==> src/rtl/bsnn_lif_layer_if.sv <==
// Stream bundle for the binary spiking LIF layer: input vector in, per-step spikes out.
// No logic; widths follow the layer parameters.
// Producer/consumer valid-ready on both sides. The master side is the stimulus; the slave side is the layer.
interface bsnn_lif_layer_if #(
    parameter int WIDTH     = 8,
    parameter int N_NEURONS = 4,
    parameter int POT_W     = 8,
    parameter int T_STEPS   = 4,
    parameter int CNT_W     = $clog2(T_STEPS + 1)
);
    localparam int SIDX_W = (T_STEPS > 1) ? $clog2(T_STEPS) : 1;

    logic                                  in_valid;
    logic                                  in_ready;
    logic [WIDTH-1:0]                      input_bits;
    logic [N_NEURONS-1:0][WIDTH-1:0]       weights;
    logic [POT_W-1:0]                      threshold;
    logic [POT_W-1:0]                      leak;
    logic                                  out_valid;
    logic                                  out_ready;
    logic [N_NEURONS-1:0]                  spikes;
    logic [SIDX_W-1:0]                     step_idx;
    logic                                  out_last;
    logic [N_NEURONS-1:0][CNT_W-1:0]       spike_count;
    logic [N_NEURONS-1:0][POT_W-1:0]       membrane;

    modport master (
        output in_valid, input_bits, weights, threshold, leak, out_ready,
        input  in_ready, out_valid, spikes, step_idx, out_last, spike_count, membrane
    );

    modport slave (
        input  in_valid, input_bits, weights, threshold, leak, out_ready,
        output in_ready, out_valid, spikes, step_idx, out_last, spike_count, membrane
    );
endinterface

==> src/rtl/bsnn_lif_layer.sv <==
// Binary spiking layer: XNOR-popcount per neuron, leaky integrate-and-fire over T_STEPS-step frames.
// Latency 2 cycles (popcount stage, integrate stage); 1 vector/cycle while out_ready is high.
// Whole pipeline freezes while out_valid && !out_ready; in_ready is just the advance enable.
module bsnn_lif_layer #(
    parameter int WIDTH      = 8,
    parameter int N_NEURONS  = 4,
    parameter int POT_W      = 8,
    parameter int T_STEPS    = 4,
    parameter int RESET_MODE = 0,
    parameter int CNT_W      = $clog2(T_STEPS + 1)
) (
    input logic             clk,
    input logic             rst,
    bsnn_lif_layer_if.slave io
);
    localparam int SIDX_W = (T_STEPS > 1) ? $clog2(T_STEPS) : 1;
    localparam int MW     = $clog2(WIDTH + 1);
    localparam logic [SIDX_W-1:0] LAST_STEP = SIDX_W'(T_STEPS - 1);

    logic                              adv;
    logic                              s1_vld;
    logic [N_NEURONS-1:0][MW-1:0]      s1_match;
    logic [N_NEURONS-1:0][MW-1:0]      match_c;
    logic [SIDX_W-1:0]                 step_cnt;
    logic [SIDX_W-1:0]                 step_q;
    logic                              out_vld_q;
    logic                              last_q;
    logic [N_NEURONS-1:0]              spk_q;
    logic [N_NEURONS-1:0]              spk_c;
    logic [N_NEURONS-1:0][CNT_W-1:0]   cnt_q;
    logic [N_NEURONS-1:0][CNT_W-1:0]   cnt_c;
    logic [N_NEURONS-1:0][POT_W-1:0]   mem_q;
    logic [N_NEURONS-1:0][POT_W-1:0]   mem_c;
    logic                              first_step;

    // Both stages move together whenever the output register is free or being drained.
    assign adv        = !out_vld_q || io.out_ready;
    assign io.in_ready = adv;
    assign first_step = (step_cnt == '0);

    assign io.out_valid   = out_vld_q;
    assign io.spikes      = spk_q;
    assign io.step_idx    = step_q;
    assign io.out_last    = last_q;
    assign io.spike_count = cnt_q;
    assign io.membrane    = mem_q;

    // Popcount of matching bits between the input vector and each neuron's weights.
    always_comb begin
        logic eq;
        eq      = 1'b0;
        match_c = '0;
        for (int i = 0; i < N_NEURONS; i++) begin
            for (int b = 0; b < WIDTH; b++) begin
                eq         = ~(io.input_bits[b] ^ io.weights[i][b]);
                match_c[i] = match_c[i] + MW'(eq);
            end
        end
    end

    // Stage 1 register: holds the match counts of the accepted vector.
    always_ff @(posedge clk) begin
        if (rst) begin
            s1_vld   <= 1'b0;
            s1_match <= '0;
        end else if (adv) begin
            s1_vld <= io.in_valid;
            if (io.in_valid) begin
                s1_match <= match_c;
            end
        end
    end

    // Integrate, leak, saturate, fire, then apply the post-spike action; step 0 starts from zero.
    always_comb begin
        logic [POT_W-1:0] prev_v;
        logic [POT_W-1:0] v_v;
        logic [POT_W:0]   sum_v;
        logic [POT_W:0]   lk_v;
        prev_v = '0;
        v_v    = '0;
        sum_v  = '0;
        lk_v   = '0;
        spk_c  = '0;
        mem_c  = '0;
        cnt_c  = '0;
        for (int i = 0; i < N_NEURONS; i++) begin
            prev_v   = first_step ? '0 : mem_q[i];
            sum_v    = {1'b0, prev_v} + (POT_W + 1)'(s1_match[i]);
            lk_v     = (sum_v > {1'b0, io.leak}) ? (sum_v - {1'b0, io.leak}) : '0;
            v_v      = lk_v[POT_W] ? '1 : lk_v[POT_W-1:0];
            spk_c[i] = (v_v >= io.threshold);
            if (spk_c[i]) begin
                mem_c[i] = (RESET_MODE != 0) ? '0 : (v_v - io.threshold);
            end else begin
                mem_c[i] = v_v;
            end
            cnt_c[i] = (first_step ? '0 : cnt_q[i]) + CNT_W'(spk_c[i]);
        end
    end

    // Stage 2 / output register and frame step counter; everything holds during a stall.
    always_ff @(posedge clk) begin
        if (rst) begin
            out_vld_q <= 1'b0;
            spk_q     <= '0;
            step_q    <= '0;
            last_q    <= 1'b0;
            cnt_q     <= '0;
            mem_q     <= '0;
            step_cnt  <= '0;
        end else if (adv) begin
            out_vld_q <= s1_vld;
            if (s1_vld) begin
                spk_q    <= spk_c;
                mem_q    <= mem_c;
                cnt_q    <= cnt_c;
                step_q   <= step_cnt;
                last_q   <= (step_cnt == LAST_STEP);
                step_cnt <= (step_cnt == LAST_STEP) ? '0 : step_cnt + 1'b1;
            end
        end
    end
endmodule

==> src/flat_wrapper.sv <==
// flat-port wrapper written by rule: the top's interface ports become plain ports
module bsnn_lif_layer_flat 
#(
    parameter int WIDTH      = 8,
    parameter int N_NEURONS  = 4,
    parameter int POT_W      = 8,
    parameter int T_STEPS    = 4,
    parameter int RESET_MODE = 0,
    parameter int CNT_W      = $clog2(T_STEPS + 1)
)
  (clk, rst, io_in_valid, io_input_bits, io_weights, io_threshold, io_leak, io_out_ready, io_in_ready, io_out_valid, io_spikes, io_step_idx, io_out_last, io_spike_count, io_membrane);
  bsnn_lif_layer_if #(.WIDTH(WIDTH), .N_NEURONS(N_NEURONS), .POT_W(POT_W), .T_STEPS(T_STEPS), .CNT_W(CNT_W)) io_i ();
  input logic clk;
  input logic rst;
  input wire logic [$bits(io_i.in_valid)-1:0] io_in_valid;
  input wire logic [$bits(io_i.input_bits)-1:0] io_input_bits;
  input wire logic [$bits(io_i.weights)-1:0] io_weights;
  input wire logic [$bits(io_i.threshold)-1:0] io_threshold;
  input wire logic [$bits(io_i.leak)-1:0] io_leak;
  input wire logic [$bits(io_i.out_ready)-1:0] io_out_ready;
  output wire logic [$bits(io_i.in_ready)-1:0] io_in_ready;
  output wire logic [$bits(io_i.out_valid)-1:0] io_out_valid;
  output wire logic [$bits(io_i.spikes)-1:0] io_spikes;
  output wire logic [$bits(io_i.step_idx)-1:0] io_step_idx;
  output wire logic [$bits(io_i.out_last)-1:0] io_out_last;
  output wire logic [$bits(io_i.spike_count)-1:0] io_spike_count;
  output wire logic [$bits(io_i.membrane)-1:0] io_membrane;
  assign io_i.in_valid = io_in_valid;
  assign io_i.input_bits = io_input_bits;
  assign io_i.weights = io_weights;
  assign io_i.threshold = io_threshold;
  assign io_i.leak = io_leak;
  assign io_i.out_ready = io_out_ready;
  assign io_in_ready = io_i.in_ready;
  assign io_out_valid = io_i.out_valid;
  assign io_spikes = io_i.spikes;
  assign io_step_idx = io_i.step_idx;
  assign io_out_last = io_i.out_last;
  assign io_spike_count = io_i.spike_count;
  assign io_membrane = io_i.membrane;
  bsnn_lif_layer #(.WIDTH(WIDTH), .N_NEURONS(N_NEURONS), .POT_W(POT_W), .T_STEPS(T_STEPS), .RESET_MODE(RESET_MODE), .CNT_W(CNT_W)) u_core (.clk(clk), .rst(rst), .io(io_i));
endmodule
==> config.mk <==
export PLATFORM = sky130hd
export DESIGN_NAME = bsnn_lif_layer_flat
export DESIGN_NICKNAME = d
export VERILOG_FILES = /design/src/rtl/bsnn_lif_layer_if.sv /design/src/rtl/bsnn_lif_layer.sv /design/src/flat_wrapper.sv
export SDC_FILE = /design/constraint.sdc
export NUM_CORES = 1
export LEC_CHECK = 0
export CAP_MARGIN = 20
export CELL_PAD_IN_SITES_DETAIL_PLACEMENT = 1
export CELL_PAD_IN_SITES_GLOBAL_PLACEMENT = 1
export CORE_ASPECT_RATIO = 1.1
export CORE_MARGIN = 2
export CORE_UTILIZATION = 45
export DETAILED_ROUTE_END_ITERATION = 16
export PLACE_DENSITY_LB_ADDON = 0.1
export RECOVER_POWER = 100
export SYNTH_ARGS = -nofsm -noshare
export SYNTH_HDL_FRONTEND = slang
export SYNTH_SLANG_ARGS = --single-unit
==> constraint.sdc <==
create_clock -name clk -period 9.1 [get_ports clk]
set_input_delay 1.82 -clock clk [delete_from_list [all_inputs] [get_ports clk]]
set_output_delay 1.82 -clock clk [all_outputs]
set_load 0.01 [all_outputs]
==> flow_summary.toml, run 1 <==
[outcome]
outcome = "complete, but fails checks"
violations = "max-capacitance violations, max-slew violations"

[worst_setup_path]
cp_max_fo = 33
critPathCaptureType = "flip-flop"
path_class = "flip-flop to flip-flop"
crit_family = "compound AO/OA/AOI/OAI gates"
path_depth = 30
cp.required_ps = 9400
r2r_start = "u_core.step_cnt[0]"
reg2reg_slack_ps = 1460
start_kind = "flip-flop"
crit_end = "u_core.io.spike_count[5]"
path_common_cell = "ha_1"
cp-startpoint = "u_core.step_cnt[0]"
rr_worst_depth = 30
arrival_ps = 7940
crit_slowest_cell = "a211oi_1"
timing.rr.end = "u_core.io.spike_count[5]"
worst-path-buf-inv = 4
slowest_delay_ps = 920

[clock_network]
clockBufferDepth = 2
cts-buffers-inserted = 9
cts_hold_buf = 0
cts.clk_slew.worst_paths_ps = 70
cts.repair.resized = 0
postCtsSetupBuffers = 0
root_buffer = "clkbuf_16"
clock_latency_ps = 360
htreeDepth = 3
cts_tree = "built"
clock-sinks = 71

[grt]
grt_pass1_wl_um = 42230
antenna_found_initial = 0
grt_max_degree = 61
grt_pass1_vias = 8246
gr-total-overflow = 0
track_usage_pct = 28.16

[synth]
syn-num-nets = 1224
synth_edf_count = 0
muxShareOfSynthArea_pct = 0.6352
yosys.area.top_type = "dfxtp_1"
syn_avg_cell_area_um2 = 7.811
synth-xor-area-share_pct = 10.74
synth_compound_area_share_pct = 23.35
ys_types = 67
syn-cell-area_mm2 = 0.008076
synth_area_leaders = "dfxtp_1 (18%), ha_1 (16%), xnor2_1 (7.7%)"
seq_area_frac_synth_pct = 17.60
synthArstFlopShare_pct = 0
ys_ff_latch = 71
synth_fa_ha_area_share_pct = 22.74
synth_top_area_share_pct = 17.60
synth_top_family_by_area = "compound AO/OA/AOI/OAI gates"
synthSimpleGateAreaFrac_pct = 19.55
synth_top_flop_cell = "dfxtp_1"
synthCells = 1034
yosys_warnings = 0

[cells_and_area]
layout-drive-gt1-share_pct = 3.521
fin_nets = 1321
final_cell_mix = "nor2_1 (115), ha_1 (101), a21oi_1 (88)"
fin_util_pct = 54.97
final_common_cell = "nor2_1"
n_antenna_cell = 0
area_delta_synth_final_pct = 20.31

[sta]
hold_viol = 0
drv_slew = 35
max_freq_ghz = 0.1309
fin_setup_tns_ps = 0
worstMarginPinSlew_ps = 1687
setup_viol = 0
finalCriticalPeriod_ps = 7641
slew_headroom_pct = -12.44
rsz0062_at_grt = "false"
period_share_pct = 83.97
finalClockSkew_ps = 13.00

[die]
dieHeight_um = 144.5
coreArea_mm2 = 0.01768
rows = 51
die_x_um = 131.7
start_util_pct = 45.69
io_pins = 113
dieArea_mm2 = 0.01904

[flow_run]
cap_violations = 1

[placed_design]
place_hpwl_um = 20610
numPortBuffers = 112
place_congestion = 0.9120

[power]
power_density_mw_per_mm2 = 129.0
p_leak_nw = 4.359
irDropWorstVdd_uv = 93.13

[hold_path]
worst_hold_path_type = "flip-flop to flip-flop"

[detailed_routing]
route.detailed.drc = 0
ant_nets = 0
drtIter0Drc = 255
vias_per_cell = 5.700
drt_pass1_iterations = 4
vias = 7832
wl_per_cell_um = 19.08
drt-total-wl_um = 26210
## cell type report
cell class,instances,area (um2)
clock buffer,9,225.2
clock inverter,7,80.08
multi-input combinational,847,6220
tap,238,297.8
sequential,71,1421
inverter,84,315.3
timing repair buffer,118,1157
fill,2190,7959
## Yosys cell counts (5+ instances only)
cell,count
fa_1,28
a22oi_1,13
a21oi_1,88
o31a_1,7
nor3b_1,5
ha_1,102
inv_1,83
o31ai_1,7
and3_1,10
xor2_1,28
nand2_1,75
dfxtp_1,71
o21ai_0,44
nand4_1,9
nand3_1,14
clkbuf_1,31
nand2b_1,22
o21bai_1,6
or2_2,9
o21a_1,16
nor3_1,18
a211oi_1,28
nor2_1,115
xnor2_1,71
a21o_1,26
nor2b_1,37
## worst min path at each step
| stage | to | cells past startpoint | startpoint |
|---|---|---|---|
| floorplan | u_core.s1_match[10] | 2 | u_core.s1_match[10] |
| global placement | u_core.io.step_idx[1] | 2 | u_core.io.step_idx[1] |
| detailed placement | u_core.io.step_idx[0] | 2 | u_core.io.step_idx[0] |
| CTS | u_core.s1_match[6] | 2 | u_core.s1_match[6] |
| global route | u_core.io.out_last | 2 | u_core.io.out_last |
| finish | u_core.io.step_idx[1] | 2 | u_core.io.step_idx[1] |
## state kept, by name, indices dropped and copies added, names as in the netlist
signal,cells
u_core.io.membrane,32
u_core.io.out_last,1
u_core.io.out_valid,1
u_core.io.spike_count,12
u_core.io.spikes,4
u_core.io.step_idx,2
u_core.s1_match,16
u_core.s1_vld,1
u_core.step_cnt,2
## metal layers
layer / vias up / GRT usage, % / wire [um]
met5: - / 0 / 0
met3: 40 / 4.136 / 1321
met4: 0 / 10.47 / 709
li1: 3824 / - / -
met2: 177 / 50.21 / 12640
met1: 3791 / 34.62 / 11540
## power by group
group	switching [mW]	leakage (nW)	total, mW	internal [mW]
clock network	0.162	0.148	0.379	0.216
registers	0.0235	0.578	0.356	0.333
logic	0.293	3.63	0.519	0.226
## logic make-up after synthesis
| group | count (synthesis) |
|---|---|
| AOI/OAI and AO/OA | 282 |
| xor gates and xnor gates | 99 |
| adders and majority gates | 130 |
| buffers and inverters | 116 |
| DFF | 71 |
| muxes | 5 |
| and+or+nand+nor | 331 |
## worst reg2reg max path: cells and delay by family, from the launching register on
kind            cells  cell delay, ps
xor+xnor            1             220
buf+inv             4             850
fa+ha+maj           7            2360
compound gates      9            2720
flops               1             350
simple gates        9            1100
## through the flow
step	worst slack [ps]	power, mW	hold slack, ps	std cells	cell area, um2
3_5_place_dp	1600	0.8798	454.0	1358	9423
5_1_grt	812.4	1.339	490.4	1374	9717
4_1_cts	1639	1.262	469.8	1374	9728
3_3_place_gp	1914	0.8541	447.0	1357	9412
6_report	1459	1.254	458.6	1374	9717
2_1_floorplan	2905	0.7120	436.2	1034	8077
No activity file was read; power rests on OpenSTA's default activity.
==> inputs of run 2 (changes only) <==
- CORE_UTILIZATION: 45 -> 42
- clock period: 9.1 -> 7.1 ns (I/O delays scaled with it)
==> run 2 against run 1 <==
The run still ends with max-capacitance violations, max-slew violations left; via count shrank 0.46%; highest routed layer unchanged; cell count is 1.1% higher; routed wire length fell by 0.39%; critical path depth unchanged.
==> flow_summary.toml, run 2 (same netlist as run 1, synthesis figures left out) <==
[cells_and_area]
fill_cells = 2370
largest_register_ffs = 32
fin_cells = 1389
n_antenna_cell = 0
fin_util_pct = 51.42
final_cell_mix = "nor2_1 (115), ha_1 (101), a21oi_1 (88)"
final_common_cell = "nor2_1"
area_delta_synth_final_pct = 20.74
fin_nets = 1327
layout-drive-gt1-share_pct = 4.291
postLayoutCellArea_mm2 = 0.009752

[sta]
max_freq_ghz = 0.1511
hold_ws_ps = 455.6
finalClockSkew_ps = 16.47
setup_viol = 0
worstMarginPinSlew_ps = 1777
rsz0062_at_grt = "false"
fin_setup_tns_ps = 0
drv_slew = 34
hold_viol = 0
finalCriticalPeriod_ps = 6618
worst_slack_ps = 482.5
period_share_pct = 93.20
slew_headroom_pct = -18.46

[detailed_routing]
ant_nets = 0
wl_per_cell_um = 18.80
drt_pass1_iterations = 4
route.detailed.drc = 0
drtIter0Drc = 317
vias_per_cell = 5.613
vias = 7796
drt-total-wl_um = 26110

[placed_design]
placedCellCount = 1373
post_dp_cell_area_mm2 = 0.009475
place_ws_ps = 414.8
numPortBuffers = 112
place_hpwl_um = 20510
place_congestion = 0.8870

[clock_network]
cts-buffers-inserted = 9
clock-sinks = 71
postCtsSetupBuffers = 0
clock_latency_ps = 360
cts_tree = "built"
root_buffer = "clkbuf_16"
clockBufferDepth = 2
htreeDepth = 3
cts.clk_slew.worst_paths_ps = 70
cts_hold_buf = 0

[grt]
track_usage_pct = 26.26
antenna_found_initial = 0
grt_max_degree = 61
grt_pass1_wl_um = 41540
gr-total-overflow = 0
grt_pass1_vias = 8102

[power]
power_mw = 1.555
power_density_mw_per_mm2 = 159.4
irDropWorstVdd_uv = 108.4
p_leak_nw = 4.376

[die]
io_pins = 113
dieArea_mm2 = 0.02036
die_x_um = 136.2
dieHeight_um = 149.4
coreArea_mm2 = 0.01897
rows = 53
start_util_pct = 42.58

[worst_setup_path]
worst-path-buf-inv = 4
start_kind = "flip-flop"
path_class = "flip-flop to flip-flop"
crit_slowest_cell = "a311oi_2"
cp_max_fo = 22
crit_family = "adder cells"
path_common_cell = "ha_1"
slowest_delay_ps = 480
critPathCaptureType = "flip-flop"
cp.required_ps = 7320
arrival_ps = 6840

[outcome]
outcome = "complete, but fails checks"
violations = "max-capacitance violations, max-slew violations"

[flow_run]
cap_violations = 1

[hold_path]
worst_hold_path_type = "flip-flop to flip-flop"
## run 2: cell count changes in the layout (fill, tap and decap cells not counted)
cell / previous run / this run
a311o_2: 0 / 1
a311oi_1: 3 / 2
clkinv_2: 1 / 2
o21ai_0: 45 / 44
buf_4: 3 / 11
a311oi_2: 0 / 1
bufinv_16: 1 / 0
inv_8: 1 / 0
a311o_1: 2 / 1
o21ai_2: 0 / 1
buf_6: 1 / 0
## run 2: repair_timing
| item | in CTS | in global routing |
|---|---|---|
| endpoints found under the setup margin | 0 | 5 |
| endpoints found under the hold margin | 0 | 0 |
| resized for setup | 0 | 2 |
## run 2: power by group
group          switching (mW)  leakage [nW]  internal, mW
clock network           0.199         0.133         0.239
registers              0.0305         0.578         0.426
logic                   0.370          3.66         0.290
## run 2: per-layer routing
| layer | global-route usage [%] | vias to the layer above | part of all wire [%] |
|---|---|---|---|
| met1 | 34.05 | 3759 | 47 |
| met4 | 8.698 | 0 | 2.3 |
| met3 | 4.844 | 35 | 5.2 |
| met5 | 0 | - | 0 |
| li1 | - | 3834 | - |
| met2 | 43.84 | 168 | 46 |
## run 2: area by class of cell
| type | count | area, um2 | share of cell area, % |
|---|---|---|---|
| Clock buffer | 10 | 229.0 | 2.348 |
| Clock inverter | 6 | 43.79 | 0.4491 |
| Inverter | 84 | 315.3 | 3.233 |
| Multi-Input combinational cell | 847 | 6231 | 63.90 |
| Sequential cell | 71 | 1421 | 14.58 |
| Tap cell | 247 | 309.0 | 3.169 |
| Timing Repair Buffer | 124 | 1202 | 12.33 |
## run 2: path summary, 6_finish.rpt
path / from / end / slack (ps) / cells past startpoint
setup / recovery: u_core.step_cnt[0] / u_core.io.spike_count[2] / 480 / 30
hold / removal: u_core.io.out_last / u_core.io.out_last / 460 / 2
hold reg to reg: u_core.io.out_last / u_core.io.out_last / 460 / 2
setup reg to reg: u_core.step_cnt[0] / u_core.io.spike_count[2] / 480 / 30
## run 2: tightest hold or removal path: cells and delay by family (launching register included)
family	cells	cell delay (ps)
AND/OR/NAND/NOR	1	50
AO/OA/AOI/OAI	1	50
flip-flops	1	310
